File: src/rtl/tsmp_pkt_arb.sv
// -----------------------------------------------------------------------------
// tsmp_pkt_arb
//   Packet-granular round-robin arbiter that merges N_PORTS framed 9-bit word
//   streams into the single input of the TSMP packet filter. A grant is held
//   from a source's head word to its tail word, followed by GAP_CYCLES forced
//   idle cycles. A watchdog aborts a stalled source. If the stall happens
//   mid-packet, a tail word {1, zeros} is injected so the downstream parser
//   resynchronises.
//
// Ports
//   i_clk        clock
//   i_rst        asynchronous active-high reset
//   iv_req       per-port request (level)
//   ov_grant     one-hot grant (registered)
//   iv_data      port p at [p*DATA_WIDTH +: DATA_WIDTH]; MSB is the frame flag
//   iv_data_wr   per-port word valid
//   ov_data      merged stream word (registered, holds when idle)
//   o_data_wr    merged stream valid
//   ov_cur_port  index of the last/current granted port
//   o_timeout    one-cycle pulse on watchdog abort
// -----------------------------------------------------------------------------
module tsmp_pkt_arb #(
    parameter int DATA_WIDTH = 9,
    parameter int N_PORTS    = 4,
    parameter int GAP_CYCLES = 2,
    parameter int TIMEOUT    = 1023
) (
    input  logic                            i_clk,
    input  logic                            i_rst,
    input  logic [N_PORTS-1:0]              iv_req,
    output logic [N_PORTS-1:0]              ov_grant,
    input  logic [N_PORTS*DATA_WIDTH-1:0]   iv_data,
    input  logic [N_PORTS-1:0]              iv_data_wr,
    output logic [DATA_WIDTH-1:0]           ov_data,
    output logic                            o_data_wr,
    output logic [2:0]                      ov_cur_port,
    output logic                            o_timeout
);

    typedef enum logic [1:0] {IDLE, WAIT_HEAD, XFER, GAP} state_t;

    localparam int          FLAG      = DATA_WIDTH - 1;
    // Abort fires on the TIMEOUT-th consecutive cycle without a granted write.
    localparam logic [15:0] WDOG_LAST = 16'(TIMEOUT - 1);
    localparam logic [3:0]  GAP_LAST  = 4'((GAP_CYCLES > 0) ? GAP_CYCLES - 1 : 0);

    state_t                 state, state_nx;
    logic [2:0]             rr_ptr, rr_ptr_nx;
    logic [3:0]             gap_cnt, gap_cnt_nx;
    logic [15:0]            wdog_cnt, wdog_cnt_nx;
    logic [N_PORTS-1:0]     grant_nx;
    logic [2:0]             cur_port_nx;
    logic [DATA_WIDTH-1:0]  data_nx;
    logic                   data_wr_nx;
    logic                   timeout_nx;
    logic                   end_pkt;

    // View of the granted source. The grant is zero outside WAIT_HEAD/XFER,
    // so sel_wr is the "granted write" qualifier everywhere.
    logic [DATA_WIDTH-1:0]  sel_data;
    logic                   sel_wr;
    logic                   sel_req;

    always_comb begin
        // NOTE: every combinational output gets a default first so no path
        // can leave it unassigned and infer a latch.
        sel_data = '0;
        sel_wr   = 1'b0;
        sel_req  = 1'b0;
        for (int p = 0; p < N_PORTS; p++) begin
            if (ov_grant[p]) begin
                sel_data = iv_data[p*DATA_WIDTH +: DATA_WIDTH];
                sel_wr   = iv_data_wr[p];
                sel_req  = iv_req[p];
            end
        end
    end

    // Round-robin pick: first requester at rr_ptr+1, rr_ptr+2, ... wrapping,
    // so the last served port is considered last.
    logic       arb_found;
    logic [2:0] arb_port;

    always_comb begin
        arb_found = 1'b0;
        arb_port  = rr_ptr;
        for (int i = 1; i <= N_PORTS; i++) begin
            for (int p = 0; p < N_PORTS; p++) begin
                if (!arb_found && iv_req[p] && p == (int'(rr_ptr) + i) % N_PORTS) begin
                    arb_found = 1'b1;
                    arb_port  = 3'(p);
                end
            end
        end
    end

    always_comb begin
        state_nx    = state;
        rr_ptr_nx   = rr_ptr;
        gap_cnt_nx  = gap_cnt;
        wdog_cnt_nx = wdog_cnt;
        grant_nx    = ov_grant;
        cur_port_nx = ov_cur_port;
        data_nx     = ov_data;
        data_wr_nx  = 1'b0;
        timeout_nx  = 1'b0;
        end_pkt     = 1'b0;

        case (state)
            IDLE: begin
                if (arb_found) begin
                    for (int p = 0; p < N_PORTS; p++) begin
                        grant_nx[p] = (3'(p) == arb_port);
                    end
                    cur_port_nx = arb_port;
                    wdog_cnt_nx = '0;
                    state_nx    = WAIT_HEAD;
                end
            end

            WAIT_HEAD: begin
                if (sel_wr && sel_data[FLAG]) begin
                    data_nx     = sel_data;
                    data_wr_nx  = 1'b1;
                    wdog_cnt_nx = '0;
                    state_nx    = XFER;
                end else if (!sel_req) begin
                    // Withdrawal: no gap, pointer untouched.
                    grant_nx = '0;
                    state_nx = IDLE;
                end else if (sel_wr) begin
                    wdog_cnt_nx = '0;           // pre-head junk, dropped
                end else if (wdog_cnt == WDOG_LAST) begin
                    timeout_nx = 1'b1;
                    end_pkt    = 1'b1;
                end else begin
                    wdog_cnt_nx = wdog_cnt + 16'd1;
                end
            end

            XFER: begin
                if (sel_wr) begin
                    data_nx     = sel_data;
                    data_wr_nx  = 1'b1;
                    wdog_cnt_nx = '0;
                    end_pkt     = sel_data[FLAG];
                end else if (wdog_cnt == WDOG_LAST) begin
                    // Injected tail closes the frame for the downstream parser.
                    data_nx       = '0;
                    data_nx[FLAG] = 1'b1;
                    data_wr_nx    = 1'b1;
                    timeout_nx    = 1'b1;
                    end_pkt       = 1'b1;
                end else begin
                    wdog_cnt_nx = wdog_cnt + 16'd1;
                end
            end

            GAP: begin
                if (gap_cnt == GAP_LAST) begin
                    state_nx = IDLE;
                end else begin
                    gap_cnt_nx = gap_cnt + 4'd1;
                end
            end

            default: state_nx = IDLE;
        endcase

        if (end_pkt) begin
            grant_nx   = '0;
            rr_ptr_nx  = ov_cur_port;
            gap_cnt_nx = '0;
            state_nx   = (GAP_CYCLES == 0) ? IDLE : GAP;
        end
    end

    always_ff @(posedge i_clk or posedge i_rst) begin
        if (i_rst) begin
            state       <= IDLE;
            rr_ptr      <= '0;
            gap_cnt     <= '0;
            wdog_cnt    <= '0;
            ov_grant    <= '0;
            ov_cur_port <= '0;
            ov_data     <= '0;
            o_data_wr   <= 1'b0;
            o_timeout   <= 1'b0;
        end else begin
            // NOTE: non-blocking assignments so every register samples the
            // pre-edge values computed above, independent of statement order.
            state       <= state_nx;
            rr_ptr      <= rr_ptr_nx;
            gap_cnt     <= gap_cnt_nx;
            wdog_cnt    <= wdog_cnt_nx;
            ov_grant    <= grant_nx;
            ov_cur_port <= cur_port_nx;
            ov_data     <= data_nx;
            o_data_wr   <= data_wr_nx;
            o_timeout   <= timeout_nx;
        end
    end

endmodule

File: config.mk
export PLATFORM = sky130hd
export DESIGN_NAME = tsmp_pkt_arb
export DESIGN_NICKNAME = d
export VERILOG_FILES = /design/src/rtl/tsmp_pkt_arb.sv
export SDC_FILE = /design/constraint.sdc
export NUM_CORES = 1
export LEC_CHECK = 0
export CAP_MARGIN = 20
export CORE_MARGIN = 1.5
export CORE_UTILIZATION = 28
export CTS_BUF_LIST = sky130_fd_sc_hd__clkbuf_16
export CTS_CLUSTER_SIZE = 30
export DETAILED_ROUTE_END_ITERATION = 6
export PLACE_DENSITY = 0.46
export SLEW_MARGIN = 20
export SYNTH_ARGS = -nofsm -noshare
export SYNTH_HDL_FRONTEND = slang
export SYNTH_SLANG_ARGS = --single-unit
File: constraint.sdc
create_clock -name i_clk -period 3.65 [get_ports i_clk]
set_input_delay 0.5475 -clock i_clk [delete_from_list [all_inputs] [get_ports i_clk]]
set_output_delay 0.5475 -clock i_clk [all_outputs]
set_load 0.02 [all_outputs]
==> metrics.md <==
| Metric | Value |
|---|---|
| CTS H-Tree Depth | `2` |
| Antenna violations before repair | `0` |
| Remaining global-route overflow | `0` |
| EDFF count, synth | `0` |
| Arrival @ worst endpoint | `3070 ps` |
| Place WS | `759 ps` |
| Int Power | `1.39 mW` |
| I/O Buffers | `63` |
| Peak Freq | `0.345 GHz` |
| Fin crit share | `79.4%` |
| Clk slew on worst S/H paths | `60 ps` |
| Syn Std Cell Area | `0.00267 mm^2` |
| Nets | `406` |
| Synthesized Nets | `347` |
| Sw Pwr | `1.05 mW` |
| Final std cells w/o fill | `482` |
| Synth async-reset ratio | `100%` |
| Yosys reg bits | `42` |
| Post-layout minimum cycle time | `2900 ps` |
| CP required | `3820 ps` |
| Post-synth cell types | `58` |
| Skew-Pair Late Insertion Delay | `280 ps` |
| Clock Sinks | `42` |
| Gr usage total | `14.2%` |
| Number of diodes | `0` |
| Setup ws final | `753 ps` |
| Core box area | `0.00924 mm^2` |
| Routed vias/inst | `4.91` |
| DR WL/cell | `14.5 um` |
| Post-cts resize count | `0` |
| Global placer's final weighted congestion | `0.786` |
| CP Launch Type | `flip-flop` |
| Ys Warns | `0` |
| CTS Hold Buffers Added | `0` |
| Final slew viol count | `0` |
| HP Class | `flip-flop to flip-flop` |
| Setup Buffers After CTS | `0` |
| First drt pass iteration count | `4` |
| Reg power frac | `29.5%` |
| Synth Area per Inst | `9.13 um^2` |
| Fin util | `38.4%` |
| Chip height | `101 um` |
| Area of the multi-input gates | `0.00151 mm^2` |
| DPL Wire Length | `5040 um` |
| R2R cell count | `7` |
| CP max FO | `16` |
| Max cap viols | `0` |
| Buffer levels on the longest clock path | `2` |
| Root buf cell | `clkbuf_16` |
| Initial core utilization | `28.9%` |
| Setup_tns | `0 ps` |
| DRC Markers | `0` |
| Share of layout cells above drive strength 1 | `7.08%` |
| Gate power share | `53.3%` |
| Seq/Total Area, Yosys | `39.3%` |
| Initial DRC count | `85` |
| Status | `completed` |
| Critical Path Sink Type | `flip-flop` |
| # setup viols final | `0` |
| Clock share of power | `17.2%` |
| Worst-Margin Slew | `740 ps` |
| Primary FF master, synth | `dfrtp_1` |
| TritonCTS clock tree | `built` |
| Placed cells | `474` |
| VDD IR-drop max | `0.000248 V` |
| Top Ports | `64` |
| Routed wire length | `7000 um` |
| Syn-to-layout area delta | `32.8%` |
| PwrDens | `689 mW/mm^2` |
| Die ar. | `0.0101 mm^2` |
| Routed via count | `2366` |
| CTS Buf Count | `5` |
| Lkg Pwr | `1.42 nW` |
| DIE WIDTH | `101 um` |
| Rows | `35` |
| Worst Setup Path Type | `flip-flop to flip-flop` |
| Final Hold Slack | `484 ps` |
| Sw Share | `43.2%` |
| Vias in the first global route | `2277` |
| Hold Crit Depth | `1` |
| Register Area | `0.00105 mm^2` |
| Clock Skew | `7.25 ps` |
| Cells after Synth | `293` |
| Largest net degree at the start of global routing | `25` |
| Slew Limit Headroom | `50.7%` |
| Remaining antenna violation count | `0` |
| Unrepaired setup endpoints after global routing | `false` |
| Final count of hold timing violations | `0` |
| Fill cells | `927` |
| First-pass GRT wire length | `11400 um` |
-- power groups by stage --
stage	registers, mW	clock network (mW)	logic [mW]
after floorplan	0.741	0	0.898
after global placement	0.730	0	1.32
after detailed placement	0.731	0	1.32
after CTS	0.722	0.435	1.32
after global routing	0.745	0.460	1.46
final	0.721	0.420	1.30
-- registers in the layout (all words and copies together) (netlist names) --
signal,flops
wdog_cnt,16
gap_cnt,4
o_timeout,1
state,2
ov_cur_port,3
ov_grant,4
rr_ptr,2
o_data_wr,1
ov_data,9
-- kinds of logic (layout without fill, tap and decap cells) --
logic type               Yosys count  count (layout)  synth area share [%]
AO/OA/AOI/OAI                     97              97                  26.6
adder cells (fa/ha/maj)            8               8                  3.74
multiplexers                      12              12                  4.96
flip-flops                        42              42                  39.3
AND/OR/NAND/NOR                  106             106                  20.0
XOR/XNOR                           3               3                 0.983
buffers and inverters             25              85                  4.40
-- final cells by class --
cell class | instances | area share (%)
tap | 129 | 4.55
clock buffer | 5 | 3.52
clock inverter | 3 | 0.352
timing repair buffer | 66 | 18.4
multi-input combinational | 226 | 42.4
inverter | 11 | 1.16
sequential | 42 | 29.6
-- critical path: stages, from the launching register on --
cell and delay [ps]:
dfrtp_1 570, nor2b_1 610, a22oi_1 130, a21oi_1 320
and2_1 240, o21a_1 170, o21a_1 370, mux2_1 360
-- metrics by stage --
stage	cell area [um^2]	power (mW)
3_5_place_dp	3410	2.05
4_1_cts	3550	2.48
3_3_place_gp	3410	2.05
6_report	3550	2.44
5_1_grt	3550	2.67
2_1_floorplan	2670	1.64
-- synth_stat cells (all sizes together), types with 2 or more instances --
cell type | n | share of area [%]
nand2b | 3 | 0.70
mux2 | 10 | 4.2
o22ai | 2 | 0.47
o211ai | 3 | 0.84
and4 | 3 | 0.98
buf | 7 | 1.9
o21ai | 27 | 5.1
o31ai | 11 | 4.8
mux2i | 2 | 0.75
a221oi | 8 | 2.6
clkbuf | 7 | 0.98
dfrtp | 42 | 39
nor2 | 31 | 4.4
a21boi | 2 | 0.56
nand4 | 3 | 0.70
nand2 | 21 | 2.9
a311o | 2 | 1.1
or2 | 2 | 0.47
a21oi | 17 | 3.2
nor2b | 12 | 2.8
nand3 | 9 | 1.7
a22oi | 3 | 1.4
a32o | 2 | 0.75
xor2 | 2 | 0.66
o2bb2ai | 2 | 0.66
inv | 11 | 1.5
nor3 | 11 | 2.2
o221ai | 2 | 0.66
ha | 8 | 3.7
a31oi | 5 | 1.2
a211oi | 2 | 0.56
and2 | 4 | 1.0
o21a | 2 | 0.56
-- metal layers --
metal	track usage (%)	wire, um
met5	0	0
met2	21.4	2900
met3	3.33	441
met1	20.3	3580
met4	4.01	80
-- cells in the final DEF, fill, tap and decap left out, types with 5 or more instances in the layout --
cell type,n
clkbuf_16,5
clkdlybuf4s50_1,63
a31oi_1,5
nand3_1,9
mux2_1,10
o31ai_2,9
ha_1,8
o21ai_0,12
nor3_1,10
nor2b_1,12
a21oi_1,17
nand2_1,21
a221oi_1,8
dfrtp_1,42
nor2_1,30
inv_1,10
o21ai_1,15
-- path summary, 6_finish.rpt --
check	slack [ps]	from	endpoint
setup reg to reg	750	ov_grant[1]	rr_ptr[0]
hold reg to reg	480	ov_cur_port[2]	ov_cur_port[2]
max in group asynchronous	2370	i_rst	gap_cnt[2]
setup / recovery	750	ov_grant[1]	rr_ptr[0]
min in group asynchronous	580	i_rst	o_timeout
hold / removal	480	ov_cur_port[2]	ov_cur_port[2]
(Power assumes the default switching activity.)
